--- config.mk ---
export PLATFORM = sky130hd
export DESIGN_NAME = lz_normalizer
export DESIGN_NICKNAME = d
export VERILOG_FILES = /design/src/rtl/lz_pkg.sv /design/src/rtl/count_lead_zero.sv /design/src/rtl/lz_normalizer.sv
export SDC_FILE = /design/constraint.sdc
export NUM_CORES = 1
export LEC_CHECK = 0
export ABC_AREA = 1
export BUFFER_PORTS_ARGS = -buffer_cell sky130_fd_sc_hd__buf_4
export CAP_MARGIN = 20
export CORE_MARGIN = 5
export CORE_UTILIZATION = 50
export CTS_BUF_LIST = sky130_fd_sc_hd__clkbuf_4
export DETAILED_ROUTE_END_ITERATION = 8
export GPL_TIMING_DRIVEN = 1
export PLACE_DENSITY = 0.83
export SLEW_MARGIN = 20
export SYNTH_ARGS = -nofsm -noshare
export SYNTH_HDL_FRONTEND = slang
export SYNTH_HIERARCHICAL = 1
export SYNTH_SLANG_ARGS = --single-unit
--- constraint.sdc ---
create_clock -name clk -period 0.9 [get_ports clk]
set_input_delay 0.09 -clock clk [delete_from_list [all_inputs] [get_ports clk]]
set_output_delay 0.09 -clock clk [all_outputs]
set_load 0.005 [all_outputs]
--- src/rtl/lz_pkg.sv ---
// Shared types and helpers for the leading-zero normaliser datapath.
package lz_pkg;

  localparam int unsigned LzW    = 8;
  localparam int unsigned LzTagW = 4;

  // Width of a shift count able to address every bit position of a w-bit word.
  function automatic int unsigned shift_w(input int unsigned w);
    return $clog2(w);
  endfunction

  localparam int unsigned LzShW = shift_w(LzW);

  // Pipeline register layout at the default widths. The normaliser builds the
  // same layout from its own parameters.
  typedef struct packed {
    logic [LzW-1:0]    data;
    logic [LzShW-1:0]  shift;
    logic              zero;
    logic [LzTagW-1:0] tag;
  } stage_t;

endpackage

--- src/rtl/count_lead_zero.sv ---
// Combinational leading-zero counter. An all-zero word reports W_IN-1, not W_IN,
// so the count always fits in $clog2(W_IN) bits.
module count_lead_zero
  import lz_pkg::*;
#(
  parameter int unsigned W_IN = 8,
  parameter int unsigned W_SH = shift_w(W_IN)
) (
  input  logic [W_IN-1:0] i_data,
  output logic [W_SH-1:0] o_count
);

  // Scan upward from the LSB so the highest set bit wins.
  always_comb begin
    o_count = W_SH'(W_IN - 1);
    for (int i = 0; i < W_IN; i++) begin
      if (i_data[i]) begin
        o_count = W_SH'(W_IN - 1 - i);
      end
    end
  end

endmodule

--- src/rtl/lz_normalizer.sv ---
// Two-stage normaliser: S1 captures the word with its leading-zero count, S2
// applies the shift and drives the outputs. Valid/ready on both sides, no skid.
module lz_normalizer
  import lz_pkg::*;
#(
  parameter int unsigned W     = LzW,
  parameter int unsigned TAG_W = LzTagW,
  parameter int unsigned W_SH  = shift_w(W)
) (
  input  logic             clk,
  input  logic             rst_n,
  input  logic             in_valid,
  output logic             in_ready,
  input  logic [W-1:0]     in_data,
  input  logic [TAG_W-1:0] in_tag,
  output logic             out_valid,
  input  logic             out_ready,
  output logic [W-1:0]     out_data,
  output logic [W_SH-1:0]  out_shift,
  output logic             out_zero,
  output logic [TAG_W-1:0] out_tag
);

  typedef struct packed {
    logic [W-1:0]     data;
    logic [W_SH-1:0]  shift;
    logic             zero;
    logic [TAG_W-1:0] tag;
  } pipe_t;

  logic            r_s1_valid;
  logic            r_s2_valid;
  pipe_t           r_s1;
  pipe_t           r_s2;
  logic [W_SH-1:0] w_lzc;
  logic            w_s1_adv;
  logic            w_s2_adv;
  pipe_t           w_s2_next;

  count_lead_zero #(
    .W_IN (W),
    .W_SH (W_SH)
  ) u_clz (
    .i_data  (in_data),
    .o_count (w_lzc)
  );

  // A stage may load when it is empty or its contents leave this cycle.
  always_comb begin
    w_s2_adv = !r_s2_valid || out_ready;
    w_s1_adv = !r_s1_valid || w_s2_adv;
    in_ready = w_s1_adv;
  end

  // Shift stage; a zero word's W-1 count is discarded so it reports shift 0.
  always_comb begin
    w_s2_next      = r_s1;
    w_s2_next.data = r_s1.data << r_s1.shift;
    if (r_s1.zero) begin
      w_s2_next.data  = '0;
      w_s2_next.shift = '0;
    end
  end

  // Pipeline registers; bubbles may be overwritten, data only loads when valid.
  always_ff @(posedge clk) begin
    if (!rst_n) begin
      r_s1_valid <= 1'b0;
      r_s2_valid <= 1'b0;
      r_s1       <= '0;
      r_s2       <= '0;
    end else begin
      if (w_s1_adv) begin
        r_s1_valid <= in_valid;
        if (in_valid) begin
          r_s1.data  <= in_data;
          r_s1.shift <= w_lzc;
          r_s1.zero  <= ~|in_data;
          r_s1.tag   <= in_tag;
        end
      end
      if (w_s2_adv) begin
        r_s2_valid <= r_s1_valid;
        if (r_s1_valid) begin
          r_s2 <= w_s2_next;
        end
      end
    end
  end

  // S2 registers drive the outputs directly.
  always_comb begin
    out_valid = r_s2_valid;
    out_data  = r_s2.data;
    out_shift = r_s2.shift;
    out_zero  = r_s2.zero;
    out_tag   = r_s2.tag;
  end

endmodule

-- Yosys cells after proc, flatten, opt, wreduce, memory -nomap -nowiden
Cells that the tools add are included.
- shifts and indexed selects: 1
- mux-type cells: 8
- reductions and logical operators: 8
- operators by type and width (kind ; count):
    2-to-1 mux 3 bit ; 4
    2-to-1 mux 11 bit ; 1
    OR reduction 8 bit ; 1
    << shifter 8 x 3 -> 8 bit ; 1
    2-to-1 mux 2 bit ; 2
    AND reduction 2 bit ; 2
    logical NOT 1 bit ; 3
    logical OR 1 bit ; 2
    2-to-1 mux 1 bit ; 1
- bits in registers: 34
- input bits: 16

-- Longest topological paths before layout
Gate-level depths: netlist of the first run.
- word-level depth: 7
- mapped depth: 10
- gate-level depth less buffers: 9

-- Hierarchy
Netlist of the first run, hierarchy kept.
- modules (own cells, without submodules) (module ; times used ; cells each ; area an instance (um2) ; sequential area each (um2)):
    lz_normalizer ; 1 ; 202 ; 1460.2 ; 680.7
    count_lead_zero ; 1 ; 14 ; 61.3 ; 0.0

-- Least setup slack after synthesis of the first run
Ideal clock, no wire load.
- path type: register to register
- start: register r_s2_valid, in the netlist out_valid
- end: register r_s2 (netlist bit out_data[5])
- setup time: 0.132 ns
- arrival: 0.852 ns
- data required time: 0.768 ns
- setup slack: -0.085 ns
- stages on the path, launching flop included: 6
- cells stage by stage: dfxtp_1 nand2_2 nand2_2 nor2_2 a21boi_0 a21oi_1
- longest elaborated chain between the ends: 3
- ends and longest elaborated chain (element ; line ; source):
    start, declared ; lz_normalizer.sv:32 ; logic r_s2_valid;
    start signal, assigned ; lz_normalizer.sv:83 ; r_s2_valid <= r_s1_valid;
    logical NOT 1 bit ; lz_normalizer.sv:50 ; w_s2_adv = !r_s2_valid || out_ready;
    logical OR 1 bit ; lz_normalizer.sv:50 ;
    AND reduction 2 bit (no source line) ; - ;
    end signal, assigned ; lz_normalizer.sv:85 ; r_s2 <= w_s2_next;
    end, declared ; lz_normalizer.sv:34 ; pipe_t r_s2;
No other way between the ends.
A chain may end at the register's enable or synchronous reset.

-- Worst setup path in the final report of the first run
- start: register r_s2_valid, in the netlist out_valid
- end: register r_s2 (netlist bit out_data[7])
Same word-level chain as after synthesis.

==> results of run 1 <==
[critical path: cells and delay by family (launching register included)]
family | cells | cell delay (ns)
DFF | 1 | 0.38
and+or+nand+nor | 6 | 0.70
buffers and inverters | 1 | 0.05
[flip-flops by register name, indices dropped and copies added, names as in the netlist]
signal      cells
r_s1_valid      1
out_zero        1
out_data        8
r_s1           16
out_shift       3
out_valid       1
out_tag         4
[cells by family after synthesis]
logic type | count (synthesis) | synth area share [%]
AOI/OAI and AO/OA | 45 | 15.4
DFF | 34 | 44.7
and+or+nand+nor | 107 | 30.0
buffers and inverters | 30 | 9.87
[placed cells by master (no fill, tap or decap), types with 2 or more instances in the layout]
master / instances
sky130_fd_sc_hd__a21oi_1: 16
sky130_fd_sc_hd__a21oi_2: 7
sky130_fd_sc_hd__buf_4: 27
sky130_fd_sc_hd__buf_6: 22
sky130_fd_sc_hd__buf_8: 2
sky130_fd_sc_hd__clkbuf_4: 5
sky130_fd_sc_hd__dfxtp_1: 13
sky130_fd_sc_hd__dfxtp_2: 18
sky130_fd_sc_hd__dfxtp_4: 3
sky130_fd_sc_hd__inv_1: 17
sky130_fd_sc_hd__inv_2: 2
sky130_fd_sc_hd__inv_8: 2
sky130_fd_sc_hd__nand2_1: 46
sky130_fd_sc_hd__nand2_2: 6
sky130_fd_sc_hd__nand2_4: 4
sky130_fd_sc_hd__nand2_8: 3
sky130_fd_sc_hd__nand3_1: 10
sky130_fd_sc_hd__nand3_2: 4
sky130_fd_sc_hd__nand3_4: 2
sky130_fd_sc_hd__nor2_1: 23
sky130_fd_sc_hd__nor2_2: 4
sky130_fd_sc_hd__nor2_4: 5
sky130_fd_sc_hd__nor3_1: 2
sky130_fd_sc_hd__o21ai_0: 10
sky130_fd_sc_hd__o21ai_1: 7
sky130_fd_sc_hd__o21ai_2: 3
[final timing paths]
check                                            start                        to
worst max-delay path            out_valid$_SDFFE_PN0P_  out_data[7]$_SDFFE_PN0P_
worst min-delay path                         in_tag[0]      r_s1[0]$_SDFFE_PN0P_
worst max register to register  out_valid$_SDFFE_PN0P_  out_data[7]$_SDFFE_PN0P_
worst min register to register   r_s1[15]$_SDFFE_PN0P_     r_s1[15]$_SDFFE_PN0P_
[per-stage QoR]
| stage | setup WS, ns | hold slack, ns | setup TNS (ns) |
|---|---|---|---|
| detailed placement | -0.163 | 0.354 | -3.38 |
| floorplan | -0.0476 | 0.221 | -0.565 |
| CTS | -0.212 | 0.00222 | -4.73 |
| finish | -0.271 | -0.0148 | -5.16 |
| global route | -0.298 | 0.0144 | -6.91 |
| global placement | -0.141 | 0.340 | -2.85 |
[synth_stat cells]
library cell               instances  area [µm²]
sky130_fd_sc_hd__nor3_1            3        15.0
sky130_fd_sc_hd__buf_6             3        33.8
sky130_fd_sc_hd__nand2_1          52         195
sky130_fd_sc_hd__nor2_4            1        11.3
sky130_fd_sc_hd__nand2_4           1        11.3
sky130_fd_sc_hd__inv_1            20        75.1
sky130_fd_sc_hd__clkinv_2          1        5.00
sky130_fd_sc_hd__inv_6             1        8.76
sky130_fd_sc_hd__nor2_1           30         113
sky130_fd_sc_hd__clkbuf_1          2        7.51
sky130_fd_sc_hd__a21oi_2           1        8.76
sky130_fd_sc_hd__nand3_1          15        75.1
sky130_fd_sc_hd__nand3_2           1        10.0
sky130_fd_sc_hd__buf_4             2        15.0
sky130_fd_sc_hd__o21ai_0          20         100
sky130_fd_sc_hd__nand2_2           2        12.5
sky130_fd_sc_hd__nor2_2            1        6.26
sky130_fd_sc_hd__clkbuf_2          1        5.00
sky130_fd_sc_hd__a22oi_1           1        7.51
sky130_fd_sc_hd__dfxtp_1          34         681
sky130_fd_sc_hd__nand3b_1          1        7.51
sky130_fd_sc_hd__a21boi_0          1        7.51
sky130_fd_sc_hd__a21oi_1          22         110
[repair_timing]
item,4_1_cts,5_1_grt
buffers inserted,4,3
resized for setup,28,57
setup endpoints to repair,37,52
pin swaps,10,2
cloned,3,1
[power breakdown]
| group | internal (µW) | switching (µW) | total, µW |
|---|---|---|---|
| clock network | 293 | 528 | 821 |
| logic | 321 | 370 | 692 |
| registers | 1600 | 82.1 | 1680 |
| total | 2210 | 980 | 3190 |
[area by class of cell]
type / count / area, µm² / share of cell area (%)
clock buffer: 5 / 37.5 / 1.64
inverter: 22 / 103 / 4.47
tap: 33 / 41.3 / 1.80
timing repair buffer: 51 / 480 / 20.9
sequential: 34 / 714 / 31.1
multi-input combinational: 156 / 903 / 39.4
clock inverter: 3 / 15.0 / 0.654
[layer usage]
layer | share of wire, % | track usage (%) | vias to the layer above
met2 | 53 | 33.8 | 58
met5 | 0 | 0 | -
met4 | 2.3 | 8.55 | 0
met3 | 5.5 | 4.10 | 11
li1 | - | - | 803
met1 | 39 | 23.4 | 748
==> results by group, run 1 <==
Placed design
  – # placed instances: 285
  – Placed cell areas: 1890 µm²
  – Half-perimeter wire length after detailed placement: 2600 µm
  – Routability-driven placement congestion ratio: 0.868
  – Number of input and output port buffers inserted: 33

GRT
  – Total congestion overflow after global routing: 0
  – Overall Global Routing Usage: 19.6%
  – Antenna violations before repair: 0
  – Pin count of the biggest net entering global routing: 13
  – Global-route wire length before repair: ~6500 µm
  – Via count of the first global-routing pass: roughly 1,400

Detailed routing
  – Remaining number of nets flagged by the antenna check after routing: 0
  – Total detailed-routing wirelength: 4410 µm
  – 1st-iter DRT viols: 129
  – Count of unresolved DRC violations after routing: 0
  – Routed vias: 1,620
  – First-pass DRT Iterations: 4
  – Per-cell via count in the routed design: 5.33
  – Routed len/inst: between 10 and 15 µm

Power and ir drop
  – Power per standard cell area: between 1000 and 1500 nW/µm²
  – Leakage: 0.00103 µW
  – Worst IR Drop VDD: 0.00121 V
  – Tot Pwr: 3190 µW

Synthesis
  – Avg Synthesized Cell Area: about 7.0 µm²
  – Syn Inst Count: 216
  – Sequential share of the synthesized area: 44.7%
  – Syn Std Cell Area: 1520 µm²
  – Synthesized netlist net count: 232
  – Number of distinct standard cells referenced by the synthesized netlist: 23
  – Yosys warning total: 6
  – Register bit count reported by yosys: 34

Worst setup path
  – Type of the setup path with the least slack: reg2reg
  – Number of cells traversed by the worst register-to-register path: 7
  – Cell seen most often among critical-path stages: sky130_fd_sc_hd__nand2_1
  – Cell type of the slowest stage on the worst timing path: sky130_fd_sc_hd__dfxtp_4
  – Peak per-stage delay on the critical path: 0.38 ns
  – Critical path fanouts, max: 6
  – Critical Path Sink Type: flip-flop
  – R2R Setup Slk: -0.27 ns
  – Critical path required time: 1.19 ns
  – Arrival time reported for the critical path endpoint: 1.46 ns
  – Cells along the critical path: nand2_4 > nand3_4 > nor2_4 > nand2_1 > nand3_1 > nand2_1 > inv_1
  – Startpoint class of the critical path: flip-flop

STA
  – Number of hold violations in the final report: 1
  – Least-Margin Pin Slew: 0.449 ns
  – Worst slew margin relative to its limit: between 70% and 80%
  – Number of pins exceeding their max-slew limit in the final report: 0
  – RSZ-0062 raised after global routing: yes
  – Maximum operating frequency: between 800 and 900 MHz
  – Slack of the critical path: -0.271 ns
  – Setup-violating endpoint count in the final report: 36
  – Worst clock skew: between 0.008 and 0.009 ns
  – Post-Route Hold Slack: -0.0148 ns
  – Crit share post-route: 130%
  – Final min period: approximately 1.2 ns

Clock network
  – Clock latency on the worst-skew pair: 0.34 ns
  – Clock slew at reported path FFs: 0.11 ns
  – Clock root cell: sky130_fd_sc_hd__clkbuf_4
  – Number of buffers between clock root and the deepest sink: 2
  – Number of buffers inserted by hold repair at cts: 0
  – H-Tree Depth: 2
  – Clock tree from TritonCTS: done
  – Num Clock Sinks: 34
  – Number of buffers created by CTS: 5

Floorplanning
  – Starting Density: 51.1%
  – Die Area: 4250 µm²
  – Die height: 65.2 µm
  – Number of top-level design ports: 34
  – Area of the placeable core: 2980 µm²
  – Core Rows: 20
  – Die outline width: approximately 65 µm

Status
  – Result of the run: complete, but fails checks
  – Violated checks: negative hold slack, negative setup slack

Finish
  – Diode insertion count for antenna repair: 0
  – Fin util: just under 80%
  – Net count of the finished layout: approximately 290
  – Filler Cell Count: 206
  – Layout Cell Area excl Fill: about 2300 µm²
  – Fraction of layout instances using a drive strength above 1: 45.4%
  – Final standard cell count with taps included and fillers excluded: between 300 and 400
  – Area delta synth->final: 50.8%

Hold path
  – Worst Hold Depth: 3
  – Class of the tightest hold or removal check: in2reg

Job
  – Number of max-cap violations: 0
Note: power is estimated with default switching activity, not from simulation.
==> run 2, diff against run 1 <==
--- a/config.mk
+++ b/config.mk
@@ -6,16 +6,16 @@
 export NUM_CORES = 1
 export LEC_CHECK = 0
 export ABC_AREA = 1
-export BUFFER_PORTS_ARGS = -buffer_cell sky130_fd_sc_hd__buf_4
 export CAP_MARGIN = 20
 export CORE_MARGIN = 5
-export CORE_UTILIZATION = 50
+export CORE_UTILIZATION = 55
 export CTS_BUF_LIST = sky130_fd_sc_hd__clkbuf_4
 export DETAILED_ROUTE_END_ITERATION = 8
+export DONT_BUFFER_PORTS = 1
+export GPL_ROUTABILITY_DRIVEN = 0
 export GPL_TIMING_DRIVEN = 1
-export PLACE_DENSITY = 0.83
+export PLACE_DENSITY = 0.78
 export SLEW_MARGIN = 20
 export SYNTH_ARGS = -nofsm -noshare
 export SYNTH_HDL_FRONTEND = slang
-export SYNTH_HIERARCHICAL = 1
 export SYNTH_SLANG_ARGS = --single-unit
==> run 2 against run 1 <==
  * The flow still finishes with violations (negative hold slack, negative setup slack)
  * Total power fell by 8.7%
  * Worst setup slack improved by 0.087 ns
  * Non-clock buffer count down 26
  * Via count fell by 7.4%
  * Highest routed layer unchanged
  * Sequential share of layout area up 5.1 points
  * Cell area down 17%
==> results by group, run 2 <==
Status
  – Result of the run: complete, but fails checks
  – Violated checks: negative hold slack, negative setup slack

Synthesis
  – Proportion of register bits with asynchronous set or reset after synthesis: 0%
  – Syn Std Cell Area: 1510 µm²
  – Most common cell in the synthesized netlist: sky130_fd_sc_hd__nand2_1
  – Yosys warning total: 0
  – Count of flip-flops with a built-in enable after synthesis: 0
  – Avg Synthesized Cell Area: roughly 7.1 µm²
  – Syn Inst Count: 213
  – Primary flip-flop cell chosen by synthesis mapping: sky130_fd_sc_hd__dfxtp_1
  – Most frequent cells after synthesis: sky130_fd_sc_hd__nand2_1, sky130_fd_sc_hd__dfxtp_1, sky130_fd_sc_hd__inv_1
  – Register bit count reported by yosys: 34
  – Synthesized netlist net count: between 200 and 250
  – Sequential share of the synthesized area: 45.1%
  – Top cells by area, synth: sky130_fd_sc_hd__dfxtp_1, sky130_fd_sc_hd__nand2_1, sky130_fd_sc_hd__a21oi_1
  – Number of distinct standard cells referenced by the synthesized netlist: 20
  – Most area-hungry cell type in the Yosys netlist: sky130_fd_sc_hd__dfxtp_1
  – Synth top area share: a little under half

STA
  – Worst clock skew: 0.00489 ns
  – Number of hold violations in the final report: 19
  – Crit share post-route: 120%
  – Setup-violating endpoint count in the final report: 35
  – Slack of the critical path: -0.183 ns
  – Maximum operating frequency: 923 MHz
  – Accumulated negative setup slack: -3.47 ns
  – RSZ-0062 raised after global routing: yes
  – Least-Margin Pin Slew: 0.210 ns
  – Post-Route Hold Slack: -0.143 ns
  – Worst slew margin relative to its limit: 86.0%
  – Number of pins exceeding their max-slew limit in the final report: 0
  – Final min period: 1.08 ns

Power and ir drop
  – Switching pwr: roughly 810 µW
  – Internal power of the cells: 2110 µW
  – Clk pwr share: 27.5%
  – Fraction of power consumed by sequential logic: 56.5%
  – Power per standard cell area: 1520 nW/µm²
  – Worst IR Drop VDD: ~0.0014 V
  – Combinational Power Share: 16.1%
  – Leakage: about 0.00085 µW
  – Switching Fraction: 27.7%

Clock network
  – Clock tree from TritonCTS: done
  – Clock latency on the worst-skew pair: 0.33 ns
  – Num Clock Sinks: 34
  – Clock root cell: sky130_fd_sc_hd__clkbuf_4
  – Number of buffers between clock root and the deepest sink: 2
  – Number of buffers inserted by hold repair at cts: 4
  – H-Tree Depth: 2
  – Clock slew at reported path FFs: 0.09 ns
  – Number of buffers created by CTS: 5

Finish
  – Final standard cell count with taps included and fillers excluded: 269
  – Number of flip-flops under the largest register name: 16
  – Footprint of the flip-flops and latches: 693 µm²
  – Area of combinational cells with multiple inputs: 803 µm²
  – Highest-count cells in the layout ignoring fill and taps: sky130_fd_sc_hd__nand2_1, sky130_fd_sc_hd__dfxtp_1, sky130_fd_sc_hd__inv_1
  – Area delta synth->final: 26.9%
  – Diode insertion count for antenna repair: 0
  – Largest register by flop count: r_s1
  – Most frequent standard cell in the layout excluding fill and tap cells: sky130_fd_sc_hd__nand2_1
  – Fin util: 71.3%
  – Filler Cell Count: 223
  – Fraction of layout instances using a drive strength above 1: 29.0%
  – Net count of the finished layout: 253
  – Layout Cell Area excl Fill: 1910 µm²

Detailed routing
  – Total detailed-routing wirelength: 3740 µm
  – First-pass DRT Iterations: 4
  – Remaining number of nets flagged by the antenna check after routing: 0
  – 1st-iter DRT viols: 85
  – Per-cell via count in the routed design: 5.58
  – Count of unresolved DRC violations after routing: 0
  – Routed len/inst: 13.9 µm
  – Routed vias: 1,500

Placed design
  – Placed cell areas: about 1700 µm²
  – Half-perimeter wire length after detailed placement: 2700 µm
  – Number of input and output port buffers inserted: 0
  – # placed instances: 254

GRT
  – Antenna violations before repair: 0
  – Routing layer with the top usage in global route: met2
  – Met3 global-route usage: 6.65%
  – Overall Global Routing Usage: 19.4%
  – Met2 global-route usage: 32.9%
  – Via count of the first global-routing pass: 1,426
  – Met1 Resource Use GR: 22.1%
  – Pin count of the biggest net entering global routing: 21
  – Global-route wire length before repair: 6180 µm
  – Total congestion overflow after global routing: 0

Hold path
  – Class of the tightest hold or removal check: in2reg

Floorplanning
  – Die height: 62.4 µm
  – Core Rows: 19
  – Area of the placeable core: 2690 µm²
  – Die Area: 3890 µm²
  – Die outline width: roughly 62 µm
  – Starting Density: 56.2%
  – Number of top-level design ports: 34

Job
  – Number of max-cap violations: 0

Worst setup path
  – Critical path required time: between 0.8 and 0.9 ns
  – Type of the setup path with the least slack: reg2out
  – R2R Setup Slk: -0.16 ns
  – Arrival time reported for the critical path endpoint: 0.99 ns
  – Critical Path Sink Type: output port
  – Startpoint class of the critical path: flip-flop
  – Critical path fanouts, max: 3
-- run 2: cell count changes after synthesis, sizes merged, moves of 2 or more --
cell	previous run	this run
a21oi	23	21
buf	5	7
clkbuf	3	1
inv	21	26
nand2	55	57
nand3	16	20
nor2	32	25
o21ai	20	16
-- run 2: area by class of cell --
type | instances | area share, %
inverters | 26 | 5.23
repair buffers | 25 | 11.8
well taps | 31 | 2.03
clock inverters | 2 | 0.458
multi-input cells | 145 | 42.0
flip-flops and latches | 34 | 36.2
clock buffers | 6 | 2.35
-- run 2: path summary, 6_finish.rpt --
| kind | to | cells after the start | start |
|---|---|---|---|
| setup reg to reg | out_data[6]$_SDFFE_PN0P_ | 8 | r_s1[5]$_SDFFE_PN0P_ |
| setup / recovery | in_ready | 2 | r_s1_valid$_SDFFE_PN0P_ |
| hold reg to reg | out_shift[0]$_SDFFE_PN0P_ | 2 | out_shift[0]$_SDFFE_PN0P_ |
| hold / removal | r_s1[0]$_SDFFE_PN0P_ | 2 | rst_n |
-- run 2: power by group through the flow --
| stage | Clock (µW) | Sequential [µW] | Combinational [µW] |
|---|---|---|---|
| 5_1_grt | 932 | 1660 | 518 |
| 2_1_floorplan | 0 | 1660 | 298 |
| 6_report | 800 | 1650 | 468 |
| 4_1_cts | 823 | 1640 | 417 |
| 3_5_place_dp | 0 | 1680 | 378 |
| 3_3_place_gp | 0 | 1680 | 361 |
-- run 2: per-layer routing --
layer,share of wire [%],wire length [µm],vias to the layer above
met1,41,1550,703
met5,0,0,-
met3,6.6,246,11
li1,-,-,735
met2,50,1860,51
met4,2.2,82,0
-- run 2: worst max-delay path, cell delays in order (launching register included) --
cell and delay, ns:
sky130_fd_sc_hd__dfxtp_4 0.40, sky130_fd_sc_hd__nand3_4 0.12, sky130_fd_sc_hd__buf_6 0.14
-- run 2: logic make-up (layout without fill, tap and decap cells) --
kind of cell | count (synthesis) | in the layout | share of synthesized area (%)
and+or+nand+nor | 104 | 104 | 29.7
buffers and inverters | 34 | 59 | 10.7
DFF | 34 | 34 | 45.1
AOI/OAI and AO/OA | 41 | 41 | 14.5
-- run 2: per-stage QoR --
stage | worst slack [ns] | total power [µW] | hold WS (ns)
global route | -0.236 | 3110 | -0.166
finish | -0.183 | 2910 | -0.143
floorplan | -0.0368 | 1960 | 0.236
detailed placement | -0.215 | 2060 | 0.200
CTS | -0.162 | 2880 | -0.149
global placement | -0.116 | 2040 | 0.192
-- run 2: repair_timing --
| action | 4_1_cts | 5_1_grt |
|---|---|---|
| hold endpoints to repair | 23 | 19 |
| pin swaps | 7 | 7 |
| setup endpoints to repair | 35 | 36 |
| setup buffers | 1 | 2 |
| resized for setup | 15 | 21 |
